--- src/rtl/axi4_bram_pkg.sv ---
// Shared types and constants for the AXI4 BRAM arbiter.
//   - AXI response codes
//   - grant encoding for the three requesters (fetch read, data read, data write)
//   - arbiter FSM state encoding
package axi4_bram_pkg;

    localparam logic [1:0] OKAY   = 2'b00;
    localparam logic [1:0] SLVERR = 2'b10;
    localparam logic [1:0] DECERR = 2'b11;

    typedef enum logic [1:0] {
        G_I  = 2'd0,
        G_DR = 2'd1,
        G_DW = 2'd2
    } grant_t;

    typedef enum logic [1:0] {
        IDLE    = 2'd0,
        RD_CAP  = 2'd1,
        RD_RESP = 2'd2,
        WR_RESP = 2'd3
    } state_t;

endpackage

--- src/rtl/axi4_bram_arbiter_rr_arb3.sv ---
// Three-way round-robin arbiter with a registered last-grant pointer.
// Priority order after the last winner is I -> DR -> DW (cyclic).
// Ports:
//   i_clk, i_rst_n : clock, synchronous active-low reset (last <= G_DW)
//   i_req[2:0]     : {DW, DR, I} requests
//   i_update       : commit o_gnt as the new last-grant pointer
//   o_valid        : at least one request pending
//   o_gnt          : combinational winner
module rr_arb3
    import axi4_bram_pkg::*;
(
    input  logic       i_clk,
    input  logic       i_rst_n,
    input  logic [2:0] i_req,
    input  logic       i_update,
    output logic       o_valid,
    output grant_t     o_gnt
);

    grant_t r_last;

    always_comb begin
        o_valid = |i_req;
        o_gnt   = G_I;
        case (r_last)
            G_I: begin
                if (i_req[1])      o_gnt = G_DR;
                else if (i_req[2]) o_gnt = G_DW;
                else               o_gnt = G_I;
            end
            G_DR: begin
                if (i_req[2])      o_gnt = G_DW;
                else if (i_req[0]) o_gnt = G_I;
                else               o_gnt = G_DR;
            end
            default: begin
                if (i_req[0])      o_gnt = G_I;
                else if (i_req[1]) o_gnt = G_DR;
                else               o_gnt = G_DW;
            end
        endcase
    end

    always_ff @(posedge i_clk) begin
        if (!i_rst_n) begin
            r_last <= G_DW;
        end else if (i_update && o_valid) begin
            r_last <= o_gnt;
        end
    end

endmodule

--- src/rtl/axi4_bram_arbiter.sv ---
// Shares one single-port synchronous BRAM between the instruction-fetch AXI4
// read master (i_*) and the data AXI4 read/write master (d_*). One single-beat
// transaction is in flight at a time; out-of-window addresses get DECERR.
// Handshake rule: a transfer happens on a rising edge where valid and ready are
// both high; ready is only ever offered in IDLE, to the arbitration winner, and
// the responder holds R/B payload stable while valid is high and ready is low.
// Ports:
//   CLK, RST_N            : clock, synchronous active-low reset
//   i_ar*/i_r*            : fetch read address / read data channels
//   d_ar*/d_r*            : data read address / read data channels
//   d_aw*/d_w*/d_b*       : data write address / data / response channels
//   mem_*                 : BRAM port (mem_rdata valid one cycle after mem_en)
//   o_dbg_state           : current FSM state
module axi4_bram_arbiter
    import axi4_bram_pkg::*;
#(
    parameter logic [31:0] MEM_BASE  = 32'h0000_0000,
    parameter int          MEM_WORDS = 4096,
    parameter int          AW        = 12,
    parameter int          IDW       = 4
) (
    input  logic           CLK,
    input  logic           RST_N,
    input  logic           i_arvalid,
    output logic           i_arready,
    input  logic [31:0]    i_araddr,
    input  logic [IDW-1:0] i_arid,
    output logic           i_rvalid,
    input  logic           i_rready,
    output logic [31:0]    i_rdata,
    output logic [1:0]     i_rresp,
    output logic           i_rlast,
    output logic [IDW-1:0] i_rid,
    input  logic           d_arvalid,
    output logic           d_arready,
    input  logic [31:0]    d_araddr,
    input  logic [IDW-1:0] d_arid,
    output logic           d_rvalid,
    input  logic           d_rready,
    output logic [31:0]    d_rdata,
    output logic [1:0]     d_rresp,
    output logic           d_rlast,
    output logic [IDW-1:0] d_rid,
    input  logic           d_awvalid,
    output logic           d_awready,
    input  logic [31:0]    d_awaddr,
    input  logic [IDW-1:0] d_awid,
    input  logic           d_wvalid,
    output logic           d_wready,
    input  logic [31:0]    d_wdata,
    input  logic [3:0]     d_wstrb,
    output logic           d_bvalid,
    input  logic           d_bready,
    output logic [1:0]     d_bresp,
    output logic [IDW-1:0] d_bid,
    output logic           mem_en,
    output logic [3:0]     mem_we,
    output logic [AW-1:0]  mem_addr,
    output logic [31:0]    mem_wdata,
    input  logic [31:0]    mem_rdata,
    output state_t         o_dbg_state
);

    localparam logic [31:0] WIN_BYTES = 32'(MEM_WORDS * 4);

    state_t         r_state;
    grant_t         r_gnt;
    logic [31:0]    r_rdata;
    logic [1:0]     r_rresp;
    logic [IDW-1:0] r_rid;
    logic [1:0]     r_bresp;
    logic [IDW-1:0] r_bid;

    logic [2:0]     w_req;
    logic           w_gnt_valid;
    grant_t         w_gnt;
    logic           w_idle;
    logic           w_fire;
    logic [31:0]    w_addr;
    logic [31:0]    w_off;
    logic [IDW-1:0] w_id;
    logic           w_in;

    // A write only requests when AW and W are both presented together.
    assign w_req = {d_awvalid & d_wvalid, d_arvalid, i_arvalid};

    rr_arb3 u_arb (
        .i_clk    (CLK),
        .i_rst_n  (RST_N),
        .i_req    (w_req),
        .i_update (w_fire),
        .o_valid  (w_gnt_valid),
        .o_gnt    (w_gnt)
    );

    // Readys are masked during reset so no master sees a handshake that the
    // reset is about to discard.
    assign w_idle = (r_state == IDLE) && RST_N;
    assign w_fire = w_idle && w_gnt_valid;

    always_comb begin
        w_addr = i_araddr;
        w_id   = i_arid;
        case (w_gnt)
            G_DR: begin
                w_addr = d_araddr;
                w_id   = d_arid;
            end
            G_DW: begin
                w_addr = d_awaddr;
                w_id   = d_awid;
            end
            default: begin
                w_addr = i_araddr;
                w_id   = i_arid;
            end
        endcase
    end

    // Unsigned subtract-and-compare also rejects addresses below MEM_BASE.
    assign w_off = w_addr - MEM_BASE;
    assign w_in  = (w_off < WIN_BYTES);

    assign i_arready = w_fire && (w_gnt == G_I);
    assign d_arready = w_fire && (w_gnt == G_DR);
    assign d_awready = w_fire && (w_gnt == G_DW);
    assign d_wready  = w_fire && (w_gnt == G_DW);

    assign mem_en    = w_fire && w_in;
    assign mem_we    = (w_fire && w_in && (w_gnt == G_DW)) ? d_wstrb : 4'b0000;
    assign mem_addr  = w_off[AW+1:2];
    assign mem_wdata = d_wdata;

    assign i_rvalid  = (r_state == RD_RESP) && (r_gnt == G_I);
    assign i_rdata   = r_rdata;
    assign i_rresp   = r_rresp;
    assign i_rlast   = 1'b1;
    assign i_rid     = r_rid;

    assign d_rvalid  = (r_state == RD_RESP) && (r_gnt == G_DR);
    assign d_rdata   = r_rdata;
    assign d_rresp   = r_rresp;
    assign d_rlast   = 1'b1;
    assign d_rid     = r_rid;

    assign d_bvalid  = (r_state == WR_RESP);
    assign d_bresp   = r_bresp;
    assign d_bid     = r_bid;

    assign o_dbg_state = r_state;

    always_ff @(posedge CLK) begin
        if (!RST_N) begin
            r_state <= IDLE;
            r_gnt   <= G_I;
            r_rdata <= '0;
            r_rresp <= OKAY;
            r_rid   <= '0;
            r_bresp <= OKAY;
            r_bid   <= '0;
        end else begin
            case (r_state)
                IDLE: begin
                    if (w_gnt_valid) begin
                        r_gnt <= w_gnt;
                        if (w_gnt == G_DW) begin
                            r_bid   <= w_id;
                            r_bresp <= w_in ? OKAY : DECERR;
                            r_state <= WR_RESP;
                        end else begin
                            // ARID is only guaranteed during the handshake.
                            r_rid <= w_id;
                            if (w_in) begin
                                r_state <= RD_CAP;
                            end else begin
                                r_rdata <= '0;
                                r_rresp <= DECERR;
                                r_state <= RD_RESP;
                            end
                        end
                    end
                end
                RD_CAP: begin
                    r_rdata <= mem_rdata;
                    r_rresp <= OKAY;
                    r_state <= RD_RESP;
                end
                RD_RESP: begin
                    if ((r_gnt == G_I) ? i_rready : d_rready) begin
                        r_state <= IDLE;
                    end
                end
                WR_RESP: begin
                    if (d_bready) begin
                        r_state <= IDLE;
                    end
                end
                default: r_state <= IDLE;
            endcase
        end
    end

endmodule
--- config.mk ---
export PLATFORM = sky130hd
export DESIGN_NAME = axi4_bram_arbiter
export DESIGN_NICKNAME = d
export VERILOG_FILES = /design/src/rtl/axi4_bram_pkg.sv /design/src/rtl/axi4_bram_arbiter_rr_arb3.sv /design/src/rtl/axi4_bram_arbiter.sv
export SDC_FILE = /design/constraint.sdc
export NUM_CORES = 1
export LEC_CHECK = 0
export ABC_AREA = 1
export CORE_AREA = 3 3 126 128
export DETAILED_ROUTE_END_ITERATION = 6
export DIE_AREA = 0 0 129 131
export GPL_TIMING_DRIVEN = 0
export SLEW_MARGIN = 15
export SYNTH_ARGS = -nofsm -noshare
export SYNTH_HDL_FRONTEND = slang
export SYNTH_SLANG_ARGS = --single-unit
--- constraint.sdc ---
create_clock -name CLK -period 9.35 [get_ports CLK]
set_clock_uncertainty 0.2 [all_clocks]
set_input_delay 1.87 -clock CLK [delete_from_list [all_inputs] [get_ports CLK]]
set_output_delay 1.87 -clock CLK [all_outputs]
set_load 0.005 [all_outputs]
==> flow_metrics.env <==
export IMPL_yosys_warnings=0
export IMPL_critPathArrivalTime_ns=5.09
export IMPL_antenna_found_initial=0
export IMPL_cp_depth=11
export IMPL_drive_above_1_share_pct=13.3
export IMPL_r2r_cells=13
export IMPL_path_max_fanout=10
export IMPL_post_route_period_util_pct=76.5
export IMPL_core_sq_um=15000
export IMPL_port_buffers=286
export IMPL_dieArea_sq_um=16900
export IMPL_die_w_microns=129
export IMPL_worstPathRequired_ns=7.28
export IMPL_yosys_cell_types_count=29
export IMPL_crit_path_end_kind="primary output"
export IMPL_synth_seq_cells=48
export IMPL_ctsHtreeMaxLevel=2
export IMPL_post_dp_hpwl_mm=11.5
export IMPL_pin_count=327
export IMPL_max_stage_delay_ns=0.57
export IMPL_grt_overflow_total=0
export IMPL_synth_area_leaders="dfxtp_1, buf_4, nand2_1, a21oi_1, nor2_1"
export IMPL_total_leakage_power_uw=0.00253
export IMPL_vias=3685
export IMPL_ir_drop_uv=117
export IMPL_power_density_nw_per_um2=200
export IMPL_relSlewSlack_pct=54.7
export IMPL_grt_pass1_vias=3460
export IMPL_hp_class="reg2reg"
export IMPL_clk_pin_slew_ns=0.07
export IMPL_synth_edf_count=0
export IMPL_wl_mm=13.5
export IMPL_vias_per_cell=3.90
export IMPL_final_common_cell="clkdlybuf4s50_1"
export IMPL_finalSetupTns_ns=0
export IMPL_min_path_cells=2
export IMPL_cts_root_buf="clkbuf_16"
export IMPL_cts_made_buffers=5
export IMPL_tightest_slew_ns=0.671
export IMPL_yosysTopAreaCell="dfxtp_1"
export IMPL_drt_iter0_markers=104
export IMPL_drc=0
export IMPL_firstDrtPassIters=4
export IMPL_antenna_left=0
export IMPL_hold_buffers=0
export IMPL_whs_ns=0.277
export IMPL_globalplace_congestion=0.789
export IMPL_hold_viol=0
export IMPL_final_cell_mix="clkdlybuf4s50_1, nand2_1, buf_4"
export IMPL_critPathLaunchType="primary input"
export IMPL_cp_slowest_cell="o311ai_0"
export IMPL_fin_util_pct=42.2
export IMPL_grt_max_degree=15
export IMPL_async_flop_share_pct=0
export IMPL_cp_cell_sequence="clkdlybuf4s50_1 -> inv_1 -> o311ai_0 -> inv_1 -> ha_1 -> buf_6 -> inv_2 -> buf_1 -> a21oi_1 -> a21oi_1 -> clkdlybuf4s50_1"
export IMPL_synthFlopType="dfxtp_1"
export IMPL_fp_dieH_microns=131
export IMPL_num_rows=45
export IMPL_cts_resized=0
export IMPL_critPathTopFamily="buffers and inverters"
export IMPL_fmax_ghz=0.140
export IMPL_gr_usage_all_layers_pct=14.6
export IMPL_nets=945
export IMPL_syn_area_sq_um=3050
export IMPL_slew_violations=0
export IMPL_num_fill_cells=1575
export IMPL_synthToLayoutAreaGrowth_pct=107
export IMPL_synth_top_area_share_pct=31.5
export IMPL_setup_viol=0
export IMPL_netlist_instances=463
export IMPL_wire_per_inst_microns=14.2
export IMPL_synth_yosys_seq_area_share_pct=31.5
export IMPL_p_total_uw=1260
export IMPL_clk_path_buf_depth=2
export IMPL_cts_setup_buffers=0
export IMPL_numClockSinks=48
export IMPL_start_util_pct=20.4
export IMPL_fin_crit_ns=7.16
export IMPL_cts_tree="yes"
export IMPL_status="finished clean"
export IMPL_final_cells=946
export IMPL_criticalPathCategory="in2out"
export IMPL_num_antenna_cells=0
export IMPL_grt_setup_unrepaired="no"
export IMPL_postSynthAreaPerCell_sq_um=6.58
export IMPL_clk_latency_ns=0.28
export IMPL_r2r_setup_slack_ns=6.32
export IMPL_dp_cells=938
export IMPL_path_buf_inv=7
export IMPL_grt_pass1_wl_mm=19.1
export IMPL_drv_cap=0
==> final cells by class <==
class | instances | area, sq um | share of cell area, %
timing repair buffer | 286 | 2860 | 45.3
multi-input combinational | 294 | 1320 | 20.9
sequential | 48 | 961 | 15.2
buffer | 92 | 659 | 10.4
tap | 188 | 235 | 3.73
clock buffer | 6 | 129 | 2.04
inverter | 30 | 113 | 1.78
clock inverter | 2 | 35.0 | 0.555
==> registers in the layout, summed over array words and instances, names as in the netlist <==
register      count
r_gnt             2
u_arb.r_last      2
d_rid             4
d_bresp           1
d_rresp           1
d_rdata          32
d_bid             4
o_dbg_state       2
==> cell usage after synthesis, types with 3 or more instances <==
| master | count |
|---|---|
| nand2_1 | 107 |
| buf_4 | 75 |
| nor2_1 | 73 |
| a21oi_1 | 68 |
| dfxtp_1 | 48 |
| inv_1 | 26 |
| o21ai_0 | 18 |
| clkbuf_1 | 9 |
| buf_6 | 4 |
| nand3_1 | 4 |
| ha_1 | 3 |
| inv_2 | 3 |
| nand2_2 | 3 |
| nor3_1 | 3 |
==> worst register-to-register path: cells and delay by family (launching register included) <==
kind | cells | cell delay (ns)
buffers and inverters | 4 | 0.53
adders and majority gates | 1 | 0.34
and+or+nand+nor | 6 | 0.82
AOI/OAI and AO/OA | 2 | 0.76
DFF | 1 | 0.31
==> per-layer routing <==
metal | global-route usage [%] | up-vias | wire, microns
met5 | 0 | - | 0
met4 | 2.35 | 0 | 115
met3 | 2.44 | 8 | 703
met2 | 25.1 | 126 | 6760
met1 | 19.5 | 1580 | 5880
li1 | - | 1971 | -
==> cells by family (layout without fill, tap and decap cells) <==
family,after synthesis,after routing,share of synthesized area (%)
other cells,1,2,0.123
simple gates,198,198,26.3
flops,48,48,31.5
fa+ha+maj,3,3,1.23
compound gates,91,91,15.5
buf+inv,122,416,25.3
==> path summary, 6_finish.rpt <==
| path | startpoint | end |
|---|---|---|
| worst max-delay path | d_arvalid | mem_addr[5] |
| worst min-delay path | d_rdata[20]$_SDFFE_PN0P_ | d_rdata[20]$_SDFFE_PN0P_ |
| worst max register to register | u_arb.r_last[1]$_SDFFE_PN1P_ | d_rdata[25]$_SDFFE_PN0P_ |
| worst min register to register | d_rdata[20]$_SDFFE_PN0P_ | d_rdata[20]$_SDFFE_PN0P_ |
==> stage by stage <==
step                      area, sq um  worst slack (ns)
final                            6310              2.19
after global routing             6310              1.84
after CTS                        6310              2.16
after detailed placement         6150              2.19
after global placement           6150              2.19
after floorplan                  3050              3.69
==> where the power goes <==
part	total [uW]	switching (uW)	internal [uW]	leakage [uW]
Clock	202	76.3	126	0.0000808
Sequential	287	38.3	249	0.000391
Combinational	771	348	424	0.00205
Total	1260	463	798	0.00253
Power figures use the tool's default switching activity.
